## config.mk

```make
export PLATFORM = sky130hd
export DESIGN_NAME = vlc_lamp_decoder
export DESIGN_NICKNAME = d
export VERILOG_FILES = /design/src/rtl/vlc_pkg.sv /design/src/rtl/vlc_lamp_classify.sv /design/src/rtl/vlc_lamp_decoder.sv
export SDC_FILE = /design/constraint.sdc
export NUM_CORES = 1
export LEC_CHECK = 0
export ABC_AREA = 1
export CAP_MARGIN = 40
export CORE_ASPECT_RATIO = 1.1
export CORE_MARGIN = 5
export CORE_UTILIZATION = 50
export DETAILED_ROUTE_END_ITERATION = 8
export PLACE_DENSITY_LB_ADDON = 0.08
export SETUP_SLACK_MARGIN = 0.5
export SLEW_MARGIN = 30
export SYNTH_ARGS = -nofsm -noshare
export SYNTH_HDL_FRONTEND = slang
export SYNTH_HIERARCHICAL = 1
export SYNTH_SLANG_ARGS = --single-unit
```

## constraint.sdc

```tcl
create_clock -name clk -period 2 [get_ports clk]
set_input_delay 0.6 -clock clk [delete_from_list [all_inputs] [get_ports clk]]
set_output_delay 0.6 -clock clk [all_outputs]
set_load 0.05 [all_outputs]
```

## src/rtl/vlc_pkg.sv

```systemverilog
// Shared types and constants for the tail-lamp pattern monitor.
package vlc_pkg;

  typedef enum logic [3:0] {
    IDLE    = 4'd0,
    L1      = 4'd1,
    L2      = 4'd2,
    L3      = 4'd3,
    R1      = 4'd4,
    R2      = 4'd5,
    R3      = 4'd6,
    HAZ     = 4'd7,
    ILLEGAL = 4'd8
  } lamp_class_t;

  typedef enum logic [1:0] {
    OFF    = 2'd0,
    LEFT   = 2'd1,
    RIGHT  = 2'd2,
    HAZARD = 2'd3
  } vlc_mode_t;

  localparam logic [1:0] FC_PATTERN = 2'd1;
  localparam logic [1:0] FC_TRANS   = 2'd2;
  localparam logic [1:0] FC_HOLD    = 2'd3;

endpackage

```

## src/rtl/vlc_lamp_classify.sv

```systemverilog
// Maps a registered {left,right} lamp pattern onto its sequence class.
module vlc_lamp_classify
  import vlc_pkg::*;
(
  input  logic [2:0]  left_lamp,
  input  logic [2:0]  right_lamp,
  output lamp_class_t lamp_class
);

  // Only thermometer-coded single-side patterns, all-off and all-on are legal
  always_comb begin
    case ({left_lamp, right_lamp})
      6'b000_000: lamp_class = IDLE;
      6'b001_000: lamp_class = L1;
      6'b011_000: lamp_class = L2;
      6'b111_000: lamp_class = L3;
      6'b000_001: lamp_class = R1;
      6'b000_011: lamp_class = R2;
      6'b000_111: lamp_class = R3;
      6'b111_111: lamp_class = HAZ;
      default:    lamp_class = ILLEGAL;
    endcase
  end

endmodule

```

## src/rtl/vlc_lamp_decoder.sv

```systemverilog
// Tail-lamp monitor: recovers the signalled mode and flags illegal
// patterns, illegal pattern steps and patterns held for too long.
module vlc_lamp_decoder
  import vlc_pkg::*;
#(
  parameter int HOLD_MAX = 8,
  parameter int IDLE_MAX = 16
) (
  input  logic       clk,
  input  logic       rst,
  input  logic [2:0] left_lamp,
  input  logic [2:0] right_lamp,
  input  logic       fault_clr,
  output logic [1:0] mode,
  output logic       mode_valid,
  output logic       seq_done,
  output logic       fault,
  output logic [1:0] fault_code,
  output logic       fault_sticky
);

  localparam int HW = $clog2(HOLD_MAX + 1);
  localparam int IW = $clog2(IDLE_MAX + 1);
  localparam logic [HW-1:0] HOLD_LIM = HW'(HOLD_MAX);
  localparam logic [IW-1:0] IDLE_LIM = IW'(IDLE_MAX);

  logic [5:0]    r_lamp;
  lamp_class_t   cur_class;
  lamp_class_t   prev_class;
  logic [HW-1:0] hold_cnt;
  logic [HW-1:0] hold_next;
  logic [IW-1:0] idle_cnt;
  logic [IW-1:0] idle_next;
  logic          hold_fire;
  logic          fault_next;
  logic [1:0]    code_next;
  logic [1:0]    mode_next;
  logic          done_next;

  // Allowed class-to-class steps; a return to IDLE is always a legal cancel
  function automatic logic step_legal(lamp_class_t src, lamp_class_t dst);
    logic ok;
    ok = (src == dst) || (dst == IDLE);
    case (src)
      IDLE:    ok = ok || (dst == L1) || (dst == R1) || (dst == HAZ);
      L1:      ok = ok || (dst == L2) || (dst == HAZ);
      L2:      ok = ok || (dst == L3) || (dst == HAZ);
      R1:      ok = ok || (dst == R2) || (dst == HAZ);
      R2:      ok = ok || (dst == R3) || (dst == HAZ);
      default: ok = ok;
    endcase
    return ok;
  endfunction

  vlc_lamp_classify u_classify (
    .left_lamp  (r_lamp[5:3]),
    .right_lamp (r_lamp[2:0]),
    .lamp_class (cur_class)
  );

  // Next counter values, fault selection (pattern > step > hold) and mode update
  always_comb begin
    hold_next = '0;
    if (cur_class != IDLE && cur_class != ILLEGAL) begin
      if (cur_class == prev_class)
        hold_next = (hold_cnt == HOLD_LIM) ? hold_cnt : hold_cnt + HW'(1);
      else
        hold_next = HW'(1);
    end
    hold_fire = (hold_next == HOLD_LIM) &&
                !((cur_class == prev_class) && (hold_cnt == HOLD_LIM));

    idle_next = '0;
    if (cur_class == IDLE)
      idle_next = (idle_cnt == IDLE_LIM) ? idle_cnt : idle_cnt + IW'(1);

    fault_next = 1'b0;
    code_next  = fault_code;
    if (cur_class == ILLEGAL) begin
      if (prev_class != ILLEGAL) begin
        fault_next = 1'b1;
        code_next  = FC_PATTERN;
      end
    end else if (prev_class != ILLEGAL && !step_legal(prev_class, cur_class)) begin
      fault_next = 1'b1;
      code_next  = FC_TRANS;
    end else if (hold_fire) begin
      fault_next = 1'b1;
      code_next  = FC_HOLD;
    end

    mode_next = mode;
    done_next = 1'b0;
    if (!fault_next) begin
      if (idle_next == IDLE_LIM) begin
        mode_next = OFF;
      end else if (cur_class == L3 && prev_class == L2) begin
        mode_next = LEFT;
        done_next = 1'b1;
      end else if (cur_class == R3 && prev_class == R2) begin
        mode_next = RIGHT;
        done_next = 1'b1;
      end else if (cur_class == HAZ && prev_class != HAZ) begin
        mode_next = HAZARD;
        done_next = 1'b1;
      end
    end
  end

  // Lamp capture, class history, counters and registered outputs
  always_ff @(posedge clk or posedge rst) begin
    if (rst) begin
      r_lamp       <= '0;
      prev_class   <= IDLE;
      hold_cnt     <= '0;
      idle_cnt     <= '0;
      mode         <= OFF;
      mode_valid   <= 1'b0;
      seq_done     <= 1'b0;
      fault        <= 1'b0;
      fault_code   <= '0;
      fault_sticky <= 1'b0;
    end else begin
      r_lamp       <= {left_lamp, right_lamp};
      prev_class   <= cur_class;
      hold_cnt     <= hold_next;
      idle_cnt     <= idle_next;
      mode         <= mode_next;
      mode_valid   <= (mode_next != OFF);
      seq_done     <= done_next;
      fault        <= fault_next;
      fault_code   <= code_next;
      if (fault_next)
        fault_sticky <= 1'b1;
      else if (fault_clr)
        fault_sticky <= 1'b0;
    end
  end

endmodule

```

==> impl_metrics.toml <==
[run_status]
status = "finished, violations left"
violations = "negative setup slack"

[yosys]
yosys.area_share.simple = 0.4169
synth_compound_area_frac = 0.02329
postSynth.asyncResetShare = 1.000
ys.flop_type = "dfrtp_1"
synth.area.top_cells = "dfrtp_1, nand2_1, inv_1"
syn_avg_cell_area_um2 = 7.227
synth.distinct_cells = 21
synthAdderAreaFrac = 0.03106
synth_top_family_by_area = "simple AND/OR/NAND/NOR gates"
synth_edf_count = 0
synthMuxAreaShare = 0
netlist_instances = 223
syn-cell-area_mm2 = 0.001612
netlist.area_leader.share = 0.4193
synth_most_common_cell = "nand2_1"
ys_ff_latch = 27
ys_seq_area_frac = 0.4193
synth_top_cell_by_area = "dfrtp_1"
synth_nets = 236
ys_warn_count = 6
synth_common_cells = "nand2_1, inv_1, nor2_1"
synth_xor_area_frac = 0.01630

[worst_setup_path]
crit_fanout = 6
crit_path_end_kind = "register"
reg2reg_to = "mode_valid"
critPathKind = "register to register"
r2r_slack_ns = -0.1
crit_arrival_ns = 2.34
startpoint_type = "register"
r2r_start = "r_lamp[4]"
cp.required_ns = 2.25
r2r.worst_path.cells = 17

[routing]
via_count = 1485
avgViaCountPerCell = 4.901
avgRoutedWirePerCell_um = 11.98
drtPass1Iterations = 4
drc = 0
routed_wl_um = 3630
drtAntennaViolNets = 0
drt_iter0_markers = 70

[worst_hold_path]
hold_class = "input port to async pin"

[sta]
finalSetupViolations = 7
finalCriticalPeriod_ns = 2.098
maxSlewHeadroom = 0.6855
final_max_slew_viol_count = 0
rsz0062_at_grt = "yes"
post-route-period-util = 1.049
fmax_ghz = 0.4768
fin_skew_ns = 0.007112
final.setup.worst_slack_ns = -0.09750
hold_slack_ns = 0.5229
worst_pin_slew_ns = 0.4702
hold_violations = 0

[clocking]
cts_tree = "built"
cts.path.max_buffers = 2
cts_sinks = 27
root_buffer = "clkbuf_4"
htree_levels = 1
numCtsBuffers = 3
holdBufCountCts = 0
clk_latency_ns = 0.33
clkTransAtPathRegs_ns = 0.14

[layout]
final_nets = 283
drive_gt1_frac = 0.4126
final_util = 0.7501
syn_to_final_growth_pct = 43.09
final_cell_area_mm2 = 0.002306
insertedDiodeCount = 0

[place]
io_buffers = 16
place.gp.congestion = 0.8809
post-dp-hpwl_um = 2517
place_area_mm2 = 0.001912

[grt]
grtUsageTotal = 0.1670
grt_max_degree = 15
antenna_found_initial = 0
grt_pass1_wl_um = 6141
grt_overflow = 0
grt_pass1_vias = 1436

[power_and_ir_drop]
cellLeakagePower_uw = 0.001166
fin_total_pwr_uw = 1497
power.density_mw_per_mm2 = 649.1
ir_drop_mv = 0.5334

[floorplanning]
die_y_um = 69.55
core_area_mm2 = 0.003074
io_pins = 17
die_area_mm2 = 0.004460
rows = 21
fp.dieW_um = 64.13
initial_core_util = 0.5242

[flow_run]
drv_cap = 0
-- report_power, final --
part           total (uW)  leakage [uW]  switching [uW]  internal (uW)
logic                 616      0.000815             363            252
clock network         238     0.0000150             160           78.3
registers             643      0.000336            43.7            599
total                1500       0.00117             567            930
-- how the worst max path moves through the flow --
stage / startpoint / endpoint / slack, ns
after global routing: r_lamp[2] / mode_valid / -0.23
after floorplan: r_lamp[4] / mode_valid / 0.16
after detailed placement: r_lamp[4] / mode_valid / -0.06
after CTS: r_lamp[4] / mode_valid / -0.03
after global placement: r_lamp[4] / mode_valid / -0.05
final: r_lamp[4] / mode_valid / -0.1
-- layout make-up --
| cell class | count | area, um2 |
|---|---|---|
| inverters | 40 | 157.7 |
| clock buffers | 4 | 26.28 |
| fillers | 228 | 768.2 |
| flip-flops and latches | 27 | 678.2 |
| well taps | 34 | 42.54 |
| multi-input cells | 156 | 1008 |
| repair buffers | 42 | 392.9 |
-- kinds of logic (layout without fill, tap and decap cells) --
| family | after synthesis | in the layout |
|---|---|---|
| buf+inv | 40 | 86 |
| compound gates | 7 | 7 |
| xor+xnor | 3 | 3 |
| flops | 27 | 27 |
| simple gates | 142 | 142 |
| fa+ha+maj | 4 | 4 |
-- per-stage QoR --
| step | cells | setup slack, ns | TNS, ns |
|---|---|---|---|
| 2_1_floorplan | 223 | 0.1594 | 0 |
| 3_3_place_gp | 282 | -0.04917 | -0.1970 |
| 3_5_place_dp | 282 | -0.06046 | -0.2261 |
| 4_1_cts | 294 | -0.02987 | -0.08483 |
| 5_1_grt | 303 | -0.2274 | -1.519 |
| 6_report | 303 | -0.09750 | -0.4410 |
-- state kept, by name (all words and copies together) (netlist names) --
signal / cells
r_lamp: 6
idle_cnt: 5
hold_cnt: 4
prev_class: 4
fault_code: 2
mode: 2
fault: 1
fault_sticky: 1
mode_valid: 1
seq_done: 1
-- worst max-delay path: stages (launching register included) --
cell	delay, ns
dfrtp_2	0.48
nand2_2	0.07
nor2_2	0.04
nand2_2	0.14
nand3_4	0.12
nor2_4	0.19
buf_6	0.13
nand2_2	0.05
nand2_2	0.09
nor2_4	0.05
nand2_4	0.09
inv_4	0.06
nor3_4	0.15
nand2_4	0.11
nand2_4	0.10
nand2_2	0.05
nand2_2	0.07
nand2_2	0.05
-- cell usage in the layout, fill, tap and decap left out --
master	n
nand2_2	23
nand3b_1	1
xor2_1	2
nor3_4	1
clkbuf_1	1
ha_1	4
clkbuf_4	3
a21oi_2	1
o211ai_1	1
nand2_1	46
nand4_1	1
dfrtp_1	25
xnor2_1	1
clkdlybuf4s50_1	8
nand2_4	4
nor2_1	18
nand3_4	6
buf_6	12
inv_2	5
a21oi_1	2
inv_1	32
buf_12	1
nor3_2	1
inv_4	3
nor3_1	3
dfrtp_2	2
nand3_2	7
nand3_1	12
o21ai_0	1
nor2_2	10
o21ai_2	2
buf_4	21
nor2_4	9
-- repair_timing --
action | in CTS | in global routing
gates resized for setup | 25 | 42
pin swaps | 9 | 10
setup endpoints to repair | 25 | 25
buffers inserted | 8 | 9
-- per-layer routing --
metal | track usage | wire (um)
met5 | 0 | 0
met4 | 0.06335 | 53
met3 | 0.02593 | 93
met2 | 0.2827 | 1882
met1 | 0.2106 | 1601
No activity file was read; power rests on OpenSTA's default activity.
